==> config.mk <==
export PLATFORM = sky130hd
export DESIGN_NAME = isched_fetch_ctrl
export DESIGN_NICKNAME = d
export VERILOG_FILES = /design/src/rtl/isched_fetch_ctrl.sv
export SDC_FILE = /design/constraint.sdc
export NUM_CORES = 1
export LEC_CHECK = 0
export BUFFER_PORTS_ARGS = -buffer_cell sky130_fd_sc_hd__buf_2
export CAP_MARGIN = 20
export CORE_MARGIN = 4
export CORE_UTILIZATION = 50
export DETAILED_ROUTE_END_ITERATION = 6
export HOLD_SLACK_MARGIN = 0.02
export PLACE_DENSITY_LB_ADDON = 0.2
export SETUP_SLACK_MARGIN = 0.05
export SYNTH_ARGS = -nofsm -noshare
export SYNTH_HDL_FRONTEND = slang
export SYNTH_SLANG_ARGS = --single-unit
==> constraint.sdc <==
create_clock -name clock -period 5.1 [get_ports clock]
set_input_delay 0.255 -clock clock [delete_from_list [all_inputs] [get_ports clock]]
set_output_delay 0.255 -clock clock [all_outputs]
set_load 0.1 [all_outputs]
==> src/rtl/isched_fetch_ctrl.sv <==
// isched_fetch_ctrl: row fetch sequencer with a 2-row buffer.
// Each buffered row is issued as four instructions over valid/ready.
module isched_fetch_ctrl #(
   parameter int DATA_W = 192,
   parameter int INST_W = 48,
   parameter int ADDR_W = 8
) (
   input  logic              clock,
   input  logic              reset,
   input  logic              start,
   input  logic [ADDR_W-1:0] base_addr,
   input  logic [ADDR_W:0]   num_rows,
   input  logic              abort,
   output logic              mem_rd,
   output logic [ADDR_W-1:0] mem_addr,
   input  logic [DATA_W-1:0] mem_data,
   output logic              inst_valid,
   input  logic              inst_ready,
   output logic [INST_W-1:0] inst_data,
   output logic [1:0]        inst_slot,
   output logic [ADDR_W-1:0] inst_row,
   output logic              busy,
   output logic              done
);
   typedef enum logic {IDLE, RUN} state_t;

   localparam logic [ADDR_W:0] ONE = 1;

   state_t            state, state_nx;
   logic [DATA_W-1:0] row_buf [2];
   logic [ADDR_W-1:0] row_adr [2];
   logic              wr_ptr, rd_ptr;
   logic [1:0]        fifo_cnt, fifo_cnt_nx;
   logic              cap;
   logic [ADDR_W-1:0] cap_addr;
   logic [ADDR_W-1:0] run_base;
   logic [ADDR_W:0]   run_rows, req_cnt, pop_cnt;
   logic [1:0]        slot;
   logic              xfer, pop, last_pop;
   logic              launch, empty_launch, issue;
   logic [DATA_W-1:0] head;

   assign inst_valid   = (fifo_cnt != 2'd0);
   assign head         = row_buf[rd_ptr];
   assign inst_row     = row_adr[rd_ptr];
   assign inst_slot    = slot;
   assign busy         = (state == RUN);
   assign xfer         = inst_valid & inst_ready;
   assign pop          = xfer & (slot == 2'd3);
   assign last_pop     = pop & ((pop_cnt + ONE) == run_rows);
   assign launch       = start & ~abort & (state == IDLE)
                         & (num_rows != '0);
   assign empty_launch = start & ~abort & (state == IDLE)
                         & (num_rows == '0);
   assign fifo_cnt_nx  = fifo_cnt + {1'b0, cap} - {1'b0, pop};
   assign issue        = (state == RUN) & ~last_pop
                         & (req_cnt < run_rows)
                         & (({1'b0, fifo_cnt_nx} + {2'b0, mem_rd}) < 3'd2);

   // Head-row slice for the current slot; slot 0 is the top word.
   always_comb begin
      inst_data = head[INST_W-1:0];
      case (slot)
         2'd0:    inst_data = head[4*INST_W-1 -: INST_W];
         2'd1:    inst_data = head[3*INST_W-1 -: INST_W];
         2'd2:    inst_data = head[2*INST_W-1 -: INST_W];
         default: inst_data = head[INST_W-1:0];
      endcase
   end

   // Next-state logic: abort always wins, last pop ends the run.
   always_comb begin
      state_nx = state;
      case (state)
         IDLE:    if (launch) state_nx = RUN;
         RUN:     if (abort || last_pop) state_nx = IDLE;
         default: state_nx = IDLE;
      endcase
   end

   // State register.
   always_ff @(posedge clock or negedge reset) begin
      if (!reset) state <= IDLE;
      else        state <= state_nx;
   end

   // Fetch credits, row buffer, slot counter and done pulse.
   always_ff @(posedge clock or negedge reset) begin
      if (!reset) begin
         for (int i = 0; i < 2; i++) begin
            row_buf[i] <= '0;
            row_adr[i] <= '0;
         end
         wr_ptr   <= 1'b0;
         rd_ptr   <= 1'b0;
         fifo_cnt <= 2'd0;
         cap      <= 1'b0;
         cap_addr <= '0;
         run_base <= '0;
         run_rows <= '0;
         req_cnt  <= '0;
         pop_cnt  <= '0;
         slot     <= 2'd0;
         mem_rd   <= 1'b0;
         mem_addr <= '0;
         done     <= 1'b0;
      end else if (abort) begin
         wr_ptr   <= 1'b0;
         rd_ptr   <= 1'b0;
         fifo_cnt <= 2'd0;
         cap      <= 1'b0;
         req_cnt  <= '0;
         pop_cnt  <= '0;
         slot     <= 2'd0;
         mem_rd   <= 1'b0;
         done     <= 1'b0;
      end else begin
         done     <= empty_launch | last_pop;
         cap      <= mem_rd;
         cap_addr <= mem_addr;
         fifo_cnt <= fifo_cnt_nx;
         if (cap) begin
            row_buf[wr_ptr] <= mem_data;
            row_adr[wr_ptr] <= cap_addr;
            wr_ptr          <= ~wr_ptr;
         end
         if (xfer) slot <= slot + 2'd1;
         if (pop) begin
            rd_ptr  <= ~rd_ptr;
            pop_cnt <= pop_cnt + ONE;
         end
         mem_rd <= launch | issue;
         if (launch) begin
            run_base <= base_addr;
            run_rows <= num_rows;
            req_cnt  <= ONE;
            pop_cnt  <= '0;
            mem_addr <= base_addr;
         end else if (issue) begin
            req_cnt  <= req_cnt + ONE;
            mem_addr <= run_base + req_cnt[ADDR_W-1:0];
         end
      end
   end
endmodule

* After elaboration in Yosys (flattened, before gate mapping)
Index checks and enable logic that the tools add are counted.
** Word-level totals
- Output and inout port bits :: 70
- Input bits :: 214
- Register bits :: 461
- Logic and storage cells :: 102
** Cells by class
- Add/sub/neg operators :: 7
- Multiplexer cells :: 34
- Bitwise gates (word level) :: 19
- Equal/unequal tests :: 4
- Reductions and logical operators :: 15
- $lt $le $gt $ge :: 5
** Operators with widths (number)
- $mux W192 :: 4
- $bwmux W384 :: 1
- $demux W192 S1 :: 1
- $pmux W48 S3 :: 1
- $mux W9 :: 6
- $mux W8 :: 6
- $add A9 B1 Y9 const B :: 2
- $bwmux W16 :: 1
- $and A1 B1 Y1 :: 10
- $reduce_bool A2 Y1 :: 5
- $eq A9 B9 Y1 :: 1
- $logic_not A9 Y1 :: 1
- $lt A9 B9 Y1 :: 1
- $mux W1 :: 9
- $reduce_bool A9 Y1 :: 1
- $add A8 B8 Y8 :: 1
- $demux W8 S1 :: 1
- $mux W2 :: 3
- $reduce_and A2 Y1 :: 3
- $reduce_bool A3 Y1 :: 2
- $not A1 Y1 :: 5
- $eq A2 B2 Y1 const B :: 2
- $ge A2 B2 Y1 const B :: 2
- $not A1 Y2 :: 2
- 12 further kinds :: 13

* Depth between registers and ports, before layout
Gate-level depths: netlist of the first run.
- Depth after elaboration :: 11
- Depth in mapped cells :: 15
- Depth with buffers taken out :: 13

* Least setup slack after synthesis of the first run
No wires, ideal clock.
- Path kind :: flip-flop to flip-flop
- From :: reg slot[1] (netlist: inst_slot[1])
- To :: reg req_cnt[6]
- Data required time :: 4.974 ns
- Data arrival time :: 3.531 ns
- Stages on the path, launching flop included :: 15
- Setup time :: 0.126 ns
- Setup slack :: 1.443 ns
- Path buffers :: 1
- Clock period less this slack :: 3.657 ns
- Cell sequence :: dfrtp_1 -> ha_1 -> o211ai_1 -> inv_1 -> ha_1 -> inv_1 -> ha_1 -> a221oi_1 -> nand2_1 -> a31oi_1 -> o21ai_0 -> a211oi_2 -> buf_4 -> nor2_1 -> a221o_1
** Between the ends
- Word-level cells in the longest chain between the ends :: 8
** Ends and longest elaborated chain
- start: declaration :: line 38 : logic [1:0] slot;
- start signal: assignment :: line 127 : if (xfer) slot <= slot + 2'd1;
- $eq A2 B2 Y1 (*) :: line 49 : assign pop = xfer & (slot == 2'd3);
- $and A1 B1 Y1 (*) :: line 49
- branches (longest 4 deep; another with $add A2 B1 Y3)
- $and A1 B1 Y1 (*) :: line 58 : & (({1'b0, fifo_cnt_nx} + {2'b0, mem_rd}) < 3'd2);
- $reduce_bool A3 Y1 (no source line) (*)
- end signal: assignment :: line 140 : req_cnt <= req_cnt + ONE;
- end: declaration :: line 37 : logic [ADDR_W:0] run_rows, req_cnt, pop_cnt;
Every way passes the cells marked *.
A chain may end at the register's enable or synchronous reset.

* Worst setup path after layout of the first run
- From :: reg slot[0] (netlist: inst_slot[0])
- To :: out inst_data[46]
** Between the ends
- Word-level cells in the longest chain between the ends :: 2
** Ends and longest elaborated chain
- $eq A2 B2 Y1, or another cell as far along :: line 63 : case (slot)
- $pmux W48 S3 (*) :: line 63
- end: declaration :: line 19 : output logic [INST_W-1:0] inst_data,
Every way passes the cells marked *; elsewhere a longest branch is shown, timed or not.

==> results_dict.tcl, run 1 <==
set metrics [dict create \
    status "finished, violations left" \
    failed_checks "max-slew violations" \
    cap_violations 0 \
    r2r-end "req_cnt[5]" \
    ys.flop_type "dfrtp_1" \
    crit_path_max_fanout 68 \
    fin_nets 2204 \
    synthXorXnorAreaFrac 0.0127 \
    synthesis.area_um2 20900 \
    multiInputGateArea_um2 8540 \
    vias_per_cell 5.68 \
    power_density_nw_per_um2 485 \
    dieArea_um2 45100 \
    core.rowCount 74 \
    synth_seq_cells 461 \
    vdd_ir_drop_max_v 0.000444 \
    period_share 0.721 \
    grt_max_degree 177 \
    clock_skew_ns 0.0186 \
    worst-path-buf-inv 4 \
    grt_overflow 0 \
    ys_async_sr_fraction 1.00 \
    placed_area_um2 22800 \
    synth_nets 1745 \
    cts_buffer_depth 3 \
    tns_ns 0 \
    setup_viol 0 \
    reg2reg_from "inst_slot[0]" \
    synthMuxAreaShare 0.278 \
    synth_edf_count 0 \
    drtAntennaViolNets 0 \
    r2r_setup_slack_ns 1.56 \
    combPwrFrac 0.313 \
    worstMarginPinSlew_ns 1.54 \
    syn_avg_cell_area_um2 13.9 \
    finalHoldViolCount 0 \
    rsz0062_at_grt "false" \
    synthAdderAreaFrac 0.0153 \
    cts_tree "built" \
    relSlewSlack -0.0251 \
    antenna_found_initial 6 \
    grt.total_usage 0.232 \
    grt_pass1_wl_mm 84.2 \
    syn_inst 1506 \
    start_kind "register" \
    synth_top_family_by_area "multiplexers" \
    grt-busiest-layer "met2" \
    clock_latency_ns 0.58 \
    ys_types 60 \
    die_h_um 212 \
    cts_num_sinks 461 \
    holdPathEnd "inst_slot[1]" \
    power.internal_mw 8.37 \
    vias 14400 \
    drive_above_1_share 0.426 \
    yosys.area_share.simple 0.0324 \
    cts_resized 0 \
    drtIter0Drc 1334 \
    met1_usage 0.302 \
    cts-root-buf "clkbuf_16" \
    period_needed_ns 3.68 \
    holdPathStages 4 \
    grt_pass1_vias 15800 \
    p_clk_frac 0.275 \
    hpwl_mm 31.6 \
    leakage_nw 12.6 \
    die_w_um 212 \
    wire_per_inst_um 20.6 \
    portBuffers 283 \
    final_util 0.647 \
    path_class "reg2out" \
    dr.pass1.iters 6 \
    gr-usage-met2 0.392 \
    core_area_um2 41000 \
    max_freq_ghz 0.272 \
    power_switching_mw 4.50 \
    routed_wl_mm 52.4 \
    gr-usage-met3 0.0457 \
    cp_common_cell "inv_1" \
    critPathRequiredTime_ns 4.85 \
    min_from "inst_ready" \
    filler_cell_count 2978 \
    seq_area_frac_synth 0.552 \
    crit_path_max_incr_delay_ns 0.84 \
    synth-compound-area-share 0.0681 \
    cp_top_family "buffers and inverters" \
    h-tree-depth 2 \
    r2r_cells 14 \
    regArea_um2 11500 \
    cp.arrival_ns 3.42 \
    hold_class "in2reg" \
    worstPathCellList "inv_1, ha_4, buf_4, a222oi_1, inv_1, mux4_2, buf_2" \
    seqPwrFrac 0.412 \
    cp_slowest_cell "ha_4" \
    synthToLayoutAreaGrowth_pct 27.2 \
    start_util 0.509 \
    drc 0 \
    p_sw_frac 0.350 \
    endpoint_kind "primary output" \
    postLayoutCellArea_um2 26600 \
    io_pins 284 \
    path_clk_slew_ns 0.06 \
    slew_viol_final 38 \
    yosys_warnings 0 \
    gp_congestion 0.807 \
    cts_inserted_buffers 50 \
]
cell usage in the layout (no fill, tap or decap), types with 3 or more instances in the layout:
master,count
dfrtp_1,460
mux2_2,416
buf_2,282
dlygate4sd3_1,211
inv_1,118
a222oi_1,96
nand2_1,57
clkbuf_16,51
mux4_2,48
nor2_1,28
ha_1,20
o21ai_0,16
xnor2_1,15
clkbuf_1,15
nand3_1,14
a21oi_1,12
buf_4,12
xor2_1,10
clkinv_2,10
o211ai_1,9
nor2b_1,9
clkbuf_8,8
nor3_1,6
buf_12,5
diode_2,4
and3_1,4
nand4_1,4
a21o_1,4
nand3b_1,4
and4_1,3
ha_4,3
bufinv_16,3
what timing repair did:
item | in CTS | in global routing
setup buffers | 0 | 0
hold endpoints to repair | 531 | 0
hold buffers | 211 | 0
final cells by class:
type	instances	area share
timing repair buffer	512	0.141
sequential	461	0.435
clock buffer	74	0.0543
multi-input combinational	822	0.322
clock inverter	15	0.00594
antenna	4	0.000377
tap	532	0.0251
inverter	118	0.0167
Yosys cell counts (all sizes together) (2+ instances only):
master,instances,area [um^2]
nand3,15,75.1
a21o,4,30.0
o211ai,9,67.6
ha,24,300
inv,118,443
dfrtp,461,11500
nand3b,4,30.0
and4,3,26.3
a221o,2,20.0
a2111oi,2,36.3
a31o,2,17.5
and3,4,25.0
and2,2,15.0
nor3,7,35.0
mux4,48,1080
a211oi,2,20.0
xor2,10,87.6
nand4,4,25.0
buf,22,111
or3,2,12.5
mux2,417,4700
clkbuf,83,312
a222oi,96,961
nor2b,9,56.3
nor2,28,105
o21ai,17,85.1
nor4,2,12.5
mux2i,2,20.0
xnor2,15,131
o21a,2,15.0
a21oi,12,60.1
nand2b,2,12.5
or2,2,12.5
nand2,57,214
worst reg2reg max path: stages, from the launching register on:
cell and delay, ns:
dfrtp_1 0.45, ha_1 0.23, o211ai_1 0.27, inv_1 0.20
ha_1 0.32, inv_1 0.04, ha_1 0.28, a221oi_1 0.27
nand2_1 0.09, a31oi_1 0.13, o21ai_0 0.12, a211oi_2 0.24
buf_4 0.30, nor2_1 0.12, a221o_1 0.38
power groups by stage:
stage | registers (mW) | logic [mW] | clock network (mW)
floorplan | 5.29 | 3.08 | 0
global placement | 5.29 | 3.81 | 0
detailed placement | 5.34 | 3.90 | 0
CTS | 5.29 | 4.04 | 3.63
global route | 5.42 | 4.28 | 3.78
finish | 5.30 | 4.02 | 3.54
worst max-delay path by stage:
stage / start / end / slack, ns / depth (start not counted)
2_1_floorplan: inst_slot[1] / req_cnt[6] / 1.44 / 14
6_report: inst_slot[0] / inst_data[46] / 1.42 / 7
3_5_place_dp: inst_slot[0] / req_cnt[5] / 1.59 / 14
4_1_cts: inst_slot[0] / inst_data[46] / 1.41 / 7
5_1_grt: inst_slot[0] / req_cnt[6] / 1.28 / 14
3_3_place_gp: inst_slot[0] / req_cnt[5] / 1.70 / 14
flip-flops by register name, summed over array words and instances (netlist names):
register	cells
busy	1
cap	1
cap_addr	8
done	1
fifo_cnt	2
inst_slot	2
mem_addr	8
mem_rd	1
pop_cnt	9
rd_ptr	1
req_cnt	9
row_adr	16
row_buf	384
run_base	8
run_rows	9
wr_ptr	1
stage by stage:
step	power (mW)	instances	hold slack [ns]	setup WS, ns
global route	13.5	2537	0.0906	1.28
global placement	9.10	2233	0.428	1.70
detailed placement	9.23	2233	0.439	1.59
floorplan	8.37	1506	-0.0406	1.44
finish	12.9	2538	0.103	1.42
CTS	13.0	2533	0.0783	1.41
cells by family after synthesis:
group | Yosys count
flops | 461
simple gates | 143
buf+inv | 223
fa+ha+maj | 25
compound gates | 160
mux | 467
xor+xnor | 27
per-layer routing:
layer	vias to the layer above	part of all wire
li1	6475	-
met1	7381	0.42
met2	442	0.49
met3	106	0.059
met4	6	0.029
met5	-	0.00065
(Power assumes the default switching activity.)
==> run 2, diff against run 1 <==
Clock period 5.1 ns to 3.8 ns, I/O delays scaled along.
==> run 2 against run 1 <==
Clock skew is 0.0060 ns lower. Global-route usage is 0.39 points higher. Register-to-register slack worse by 0.97 ns. Sequential power is 34% higher. Critical path type unchanged. Largest cell class unchanged. The flow finishes with violations (design-rule violations).
==> results_dict.tcl, run 2 (same netlist as run 1, synthesis figures left out) <==
set metrics [dict create \
    clock_skew_ns 0.0126 \
    worstMarginPinSlew_ns 1.01 \
    failed_checks "design-rule violations" \
    endpoint_kind "primary output" \
    power_switching_mw 6.10 \
    grt_overflow 0 \
    start_util 0.509 \
    final_cell_mix "460 x dfrtp_1, 416 x mux2_2, 282 x buf_2" \
    io_pins 284 \
    portBuffers 283 \
    start_kind "register" \
    power.internal_mw 11.7 \
    synthToLayoutAreaGrowth_pct 28.9 \
    top_register "row_buf" \
    final_common_cell "dfrtp_1" \
    cp.arrival_ns 3.07 \
    antenna_found_initial 10 \
    p_sw_frac 0.343 \
    vias_per_cell 5.72 \
    grt-busiest-layer "met2" \
    tns_ns 0 \
    relSlewSlack 0.324 \
    hpwl_mm 33.1 \
    min_from "inst_ready" \
    dieArea_um2 45100 \
    slew_viol_final 0 \
    gr-usage-met3 0.0477 \
    cts_inserted_buffers 49 \
    drtAntennaViolNets 0 \
    rsz0062_at_grt "false" \
    reg_top3 "row_buf (384), row_adr (16)" \
    grt_pass1_wl_mm 85.3 \
    critPathRequiredTime_ns 3.61 \
    wire_per_inst_um 20.9 \
    drtIter0Drc 1269 \
    seqPwrFrac 0.400 \
    setup_viol 0 \
    cp_common_cell "inv_1" \
    drive_above_1_share 0.434 \
    period_needed_ns 3.26 \
    grt.total_usage 0.236 \
    holdPathStages 4 \
    gp_congestion 0.844 \
    max_freq_ghz 0.307 \
    r2r_cells 14 \
    cts_num_sinks 461 \
    cts_tree "built" \
    r2r_setup_slack_ns 0.59 \
    cts-root-buf "clkbuf_16" \
    cts_resized 0 \
    p_clk_frac 0.294 \
    grt_pass1_vias 16000 \
    leakage_nw 12.8 \
    power_density_nw_per_um2 661 \
    r2r-end "mem_addr[6]" \
    status "finished, violations left" \
    drc 1 \
    period_share 0.857 \
    crit_path_max_fanout 48 \
    holdPathEnd "inst_slot[0]" \
    finalHoldViolCount 0 \
    fin_nets 2217 \
    vias 14600 \
    gr-usage-met2 0.402 \
    vdd_ir_drop_max_v 0.000601 \
    clock_latency_ns 0.58 \
    final_util 0.656 \
    cp_slowest_cell "mux4_2" \
    core_area_um2 41000 \
    worstPathCellList "inv_1, ha_4, buf_12, a222oi_1, inv_1, mux4_2, buf_2" \
    filler_cell_count 2970 \
    die_h_um 212 \
    path_class "reg2out" \
    crit_path_max_incr_delay_ns 0.47 \
    grt_max_degree 127 \
    h-tree-depth 2 \
    die_w_um 212 \
    reg2reg_from "inst_slot[0]" \
    path_clk_slew_ns 0.06 \
    met1_usage 0.307 \
    core.rowCount 74 \
    combPwrFrac 0.305 \
    dr.pass1.iters 7 \
    cap_violations 0 \
    largest_register_ff_count 384 \
    routed_wl_mm 53.6 \
    hold_class "in2reg" \
    cts_buffer_depth 3 \
]
[run 2: cell types whose count changed in the layout (fill, tap and decap cells not counted), moves of 2 or more]
cell,delta
clkinvlp_4,+2
bufinv_16,+6
clkbuf_1,-9
buf_12,+6
diode_2,+5
clkbuf_8,+3
buf_4,+9
[run 2: cell type report]
class                   count  area [um^2]  share of cell area
diodes                      9         22.5            0.000837
clock buffers              68         1450              0.0539
clock inverters            21          339              0.0126
inverters                 118          443              0.0165
multi-input cells         822         8540               0.317
flip-flops and latches    461        11500               0.429
well taps                 532          666              0.0247
repair buffers            526         3920               0.145
[run 2: power by group through the flow]
| stage | sequential, mW | clock, mW | combinational [mW] |
|---|---|---|---|
| 4_1_cts | 7.10 | 5.37 | 5.44 |
| 3_5_place_dp | 7.17 | 0 | 5.25 |
| 3_3_place_gp | 7.09 | 0 | 5.14 |
| 6_report | 7.12 | 5.24 | 5.43 |
| 2_1_floorplan | 7.10 | 0 | 4.13 |
| 5_1_grt | 7.28 | 5.57 | 5.77 |
[run 2: worst max-delay path by stage]
stage / slack, ns / startpoint / end
after global routing: 0.39 / inst_slot[1] / mem_addr[6]
after global placement: 0.61 / inst_slot[0] / mem_addr[6]
after floorplan: 0.14 / inst_slot[1] / req_cnt[6]
after CTS: 0.51 / inst_slot[0] / inst_data[26]
after detailed placement: 0.62 / inst_slot[0] / mem_addr[6]
final: 0.54 / inst_slot[1] / inst_data[6]
[run 2: worst max-delay path, delay by kind of cell, from the launching register on]
kind	cells	cell delay, ns
AOI/OAI and AO/OA	1	0.42
buffers and inverters	4	0.82
muxes	1	0.47
adders and majority gates	1	0.31
DFF	1	0.46
[run 2: metrics by stage]
step / cell area (um^2) / instances / power (mW) / worst slack (ns) / hold slack, ns
floorplan: 20900 / 1506 / 11.2 / 0.143 / -0.106
global placement: 23000 / 2248 / 12.2 / 0.606 / 0.381
detailed placement: 23000 / 2248 / 12.4 / 0.622 / 0.381
CTS: 26900 / 2548 / 17.9 / 0.515 / 0.0202
global route: 26900 / 2555 / 18.6 / 0.387 / 0.0439
finish: 26900 / 2557 / 17.8 / 0.544 / 0.0444
[run 2: metal layers]
metal / up-vias / wire length (um)
li1: 6513 / -
met1: 7525 / 22500
met2: 488 / 26400
met3: 102 / 3280
met4: 4 / 1340
met5: - / 26
[run 2: timing repair]
item	4_1_cts	5_1_grt
buffers inserted	0	0
endpoints found under the hold margin	528	0
hold buffers	211	0
==> run 3, diff against run 2 <==
Settings changed: CTS_BUF_LIST from default to sky130_fd_sc_hd__clkbuf_8.
==> run 3 against run 2 <==
The run still ends with design-rule violations left. Global-route usage increased by 0.38 points. Setup slack lost 0.10 ns. Clock power is 8.2% lower. Critical path type unchanged. Register-to-register slack about the same. Critical endpoint is now inst_data[17]. Core utilization is 0.11 points higher. Clock-buffer cell count increased by 40. Via count is 1.1% higher. Final cell count grew 2.7%.
==> results_dict.tcl, run 3 (same netlist as run 1, synthesis figures left out) <==
set metrics [dict create \
    cts-root-buf "clkbuf_8" \
    wire_per_inst_um 20.6 \
    start_util 0.509 \
    grt_overflow 0 \
    cts_resized 0 \
    dieArea_um2 45100 \
    multiInputGateArea_um2 8540 \
    post-cts-setup-buffers 0 \
    dr.pass1.iters 7 \
    rsz0062_at_grt "false" \
    hold_class "in2async" \
    top_register "row_buf" \
    stdcell_count 2625 \
    worstMarginPinSlew_ns 1.03 \
    routed_wl_mm 54.1 \
    start_kind "register" \
    drive_above_1_share 0.441 \
    grt_pass1_vias 16200 \
    status "finished, violations left" \
    fin_nets 2258 \
    vdd_ir_drop_max_v 0.000632 \
    reg_top3 "row_buf (384), row_adr (16)" \
    endpoint_kind "primary output" \
    period_needed_ns 3.36 \
    synthToLayoutAreaGrowth_pct 29.1 \
    antenna_found_initial 8 \
    grt.total_usage 0.240 \
    tns_ns 0 \
    io_pins 284 \
    portBuffers 283 \
    drtIter0Drc 1388 \
    cap_violations 0 \
    cts_inserted_buffers 82 \
    die_h_um 212 \
    startpoint "inst_slot[1]" \
    finalHoldViolCount 0 \
    path_class "reg2out" \
    path_clk_slew_ns 0.06 \
    cp.arrival_ns 3.17 \
    holdBufCountCts 219 \
    slew_viol_final 0 \
    reg2reg_from "inst_slot[0]" \
    grt_max_degree 127 \
    max_freq_ghz 0.298 \
    hpwl_mm 33.1 \
    clock_latency_ns 0.64 \
    failed_checks "design-rule violations" \
    leakage_nw 12.9 \
    drc 2 \
    vias_per_cell 5.64 \
    h-tree-depth 3 \
    period_share 0.883 \
    drtAntennaViolNets 0 \
    core.rowCount 74 \
    final_common_cell "dfrtp_1" \
    cts_tree "built" \
    die_w_um 212 \
    clock_skew_ns 0.0180 \
    filler_cell_count 2978 \
    grt_pass1_wl_mm 86.4 \
    dp_slack_ns 0.622 \
    timing.final.ws_setup_ns 0.443 \
    relSlewSlack 0.315 \
    power_density_nw_per_um2 644 \
    largest_register_ff_count 384 \
    gp_congestion 0.844 \
    crit_path_max_fanout 48 \
    cts_num_sinks 461 \
    vias 14800 \
    setup_viol 0 \
    cts_buffer_depth 3 \
    core_area_um2 41000 \
    final_cell_mix "460 x dfrtp_1, 416 x mux2_2, 282 x buf_2" \
    placed_cells 2248 \
    critPathRequiredTime_ns 3.61 \
    regArea_um2 11500 \
]
-- run 3: changes by cell type in the layout (fill, tap and decap cells not counted), moves of 2 or more --
cell / change
bufinv_16: -7
clkbuf_1: -6
clkbuf_16: -51
clkbuf_8: +97
clkinv_2: +2
diode_2: -2
dlygate4sd3_1: +8
inv_1: +23
inv_6: +3
-- run 3: path summary, 6_finish.rpt --
kind,end,slack (ns),cells past startpoint
max in group asynchronous,row_buf[366],2.39,3
worst min register to register,run_base[5],0.49,2
min in group clock,run_base[5],0.29,4
worst min-delay path,row_buf[299],0.22,2
worst max-delay path,inst_data[17],0.44,7
worst max register to register,req_cnt[5],0.60,14
-- run 3: where the power goes --
group	total, mW	internal [mW]	switching, mW
Clock	4.81	2.70	2.11
Sequential	7.13	6.33	0.802
Combinational	5.43	2.10	3.33
-- run 3: layer usage --
layer / vias up / global-route usage / wire length (um)
li1: 6604 / - / -
met5: - / 0 / 26
met3: 101 / 0.0542 / 3090
met4: 4 / 0.0771 / 1320
met2: 451 / 0.405 / 26800
met1: 7635 / 0.311 / 22900
-- run 3: worst max-delay path, cell delays in order (launching register included) --
cell,delay (ns)
dfrtp_1,0.46
inv_1,0.16
ha_4,0.31
buf_12,0.25
a222oi_1,0.44
inv_1,0.09
mux4_2,0.47
buf_2,0.31
-- run 3: cell type report --
type,count,area share
clock inverter,43,0.0101
timing repair buffer,534,0.148
sequential,461,0.428
antenna,7,0.000650
multi-input combinational,822,0.317
tap,532,0.0247
inverter,118,0.0164
clock buffer,108,0.0551
-- run 3: stage by stage --
stage | hold slack, ns | utilization | cell area (um^2) | power, mW
2_1_floorplan | -0.106 | - | 20900 | 11.2
3_3_place_gp | 0.381 | 0.561 | 23000 | 12.2
3_5_place_dp | 0.381 | 0.561 | 23000 | 12.4
4_1_cts | 0.241 | 0.657 | 26900 | 17.5
5_1_grt | 0.273 | 0.657 | 27000 | 18.2
6_report | 0.219 | 0.657 | 27000 | 17.4
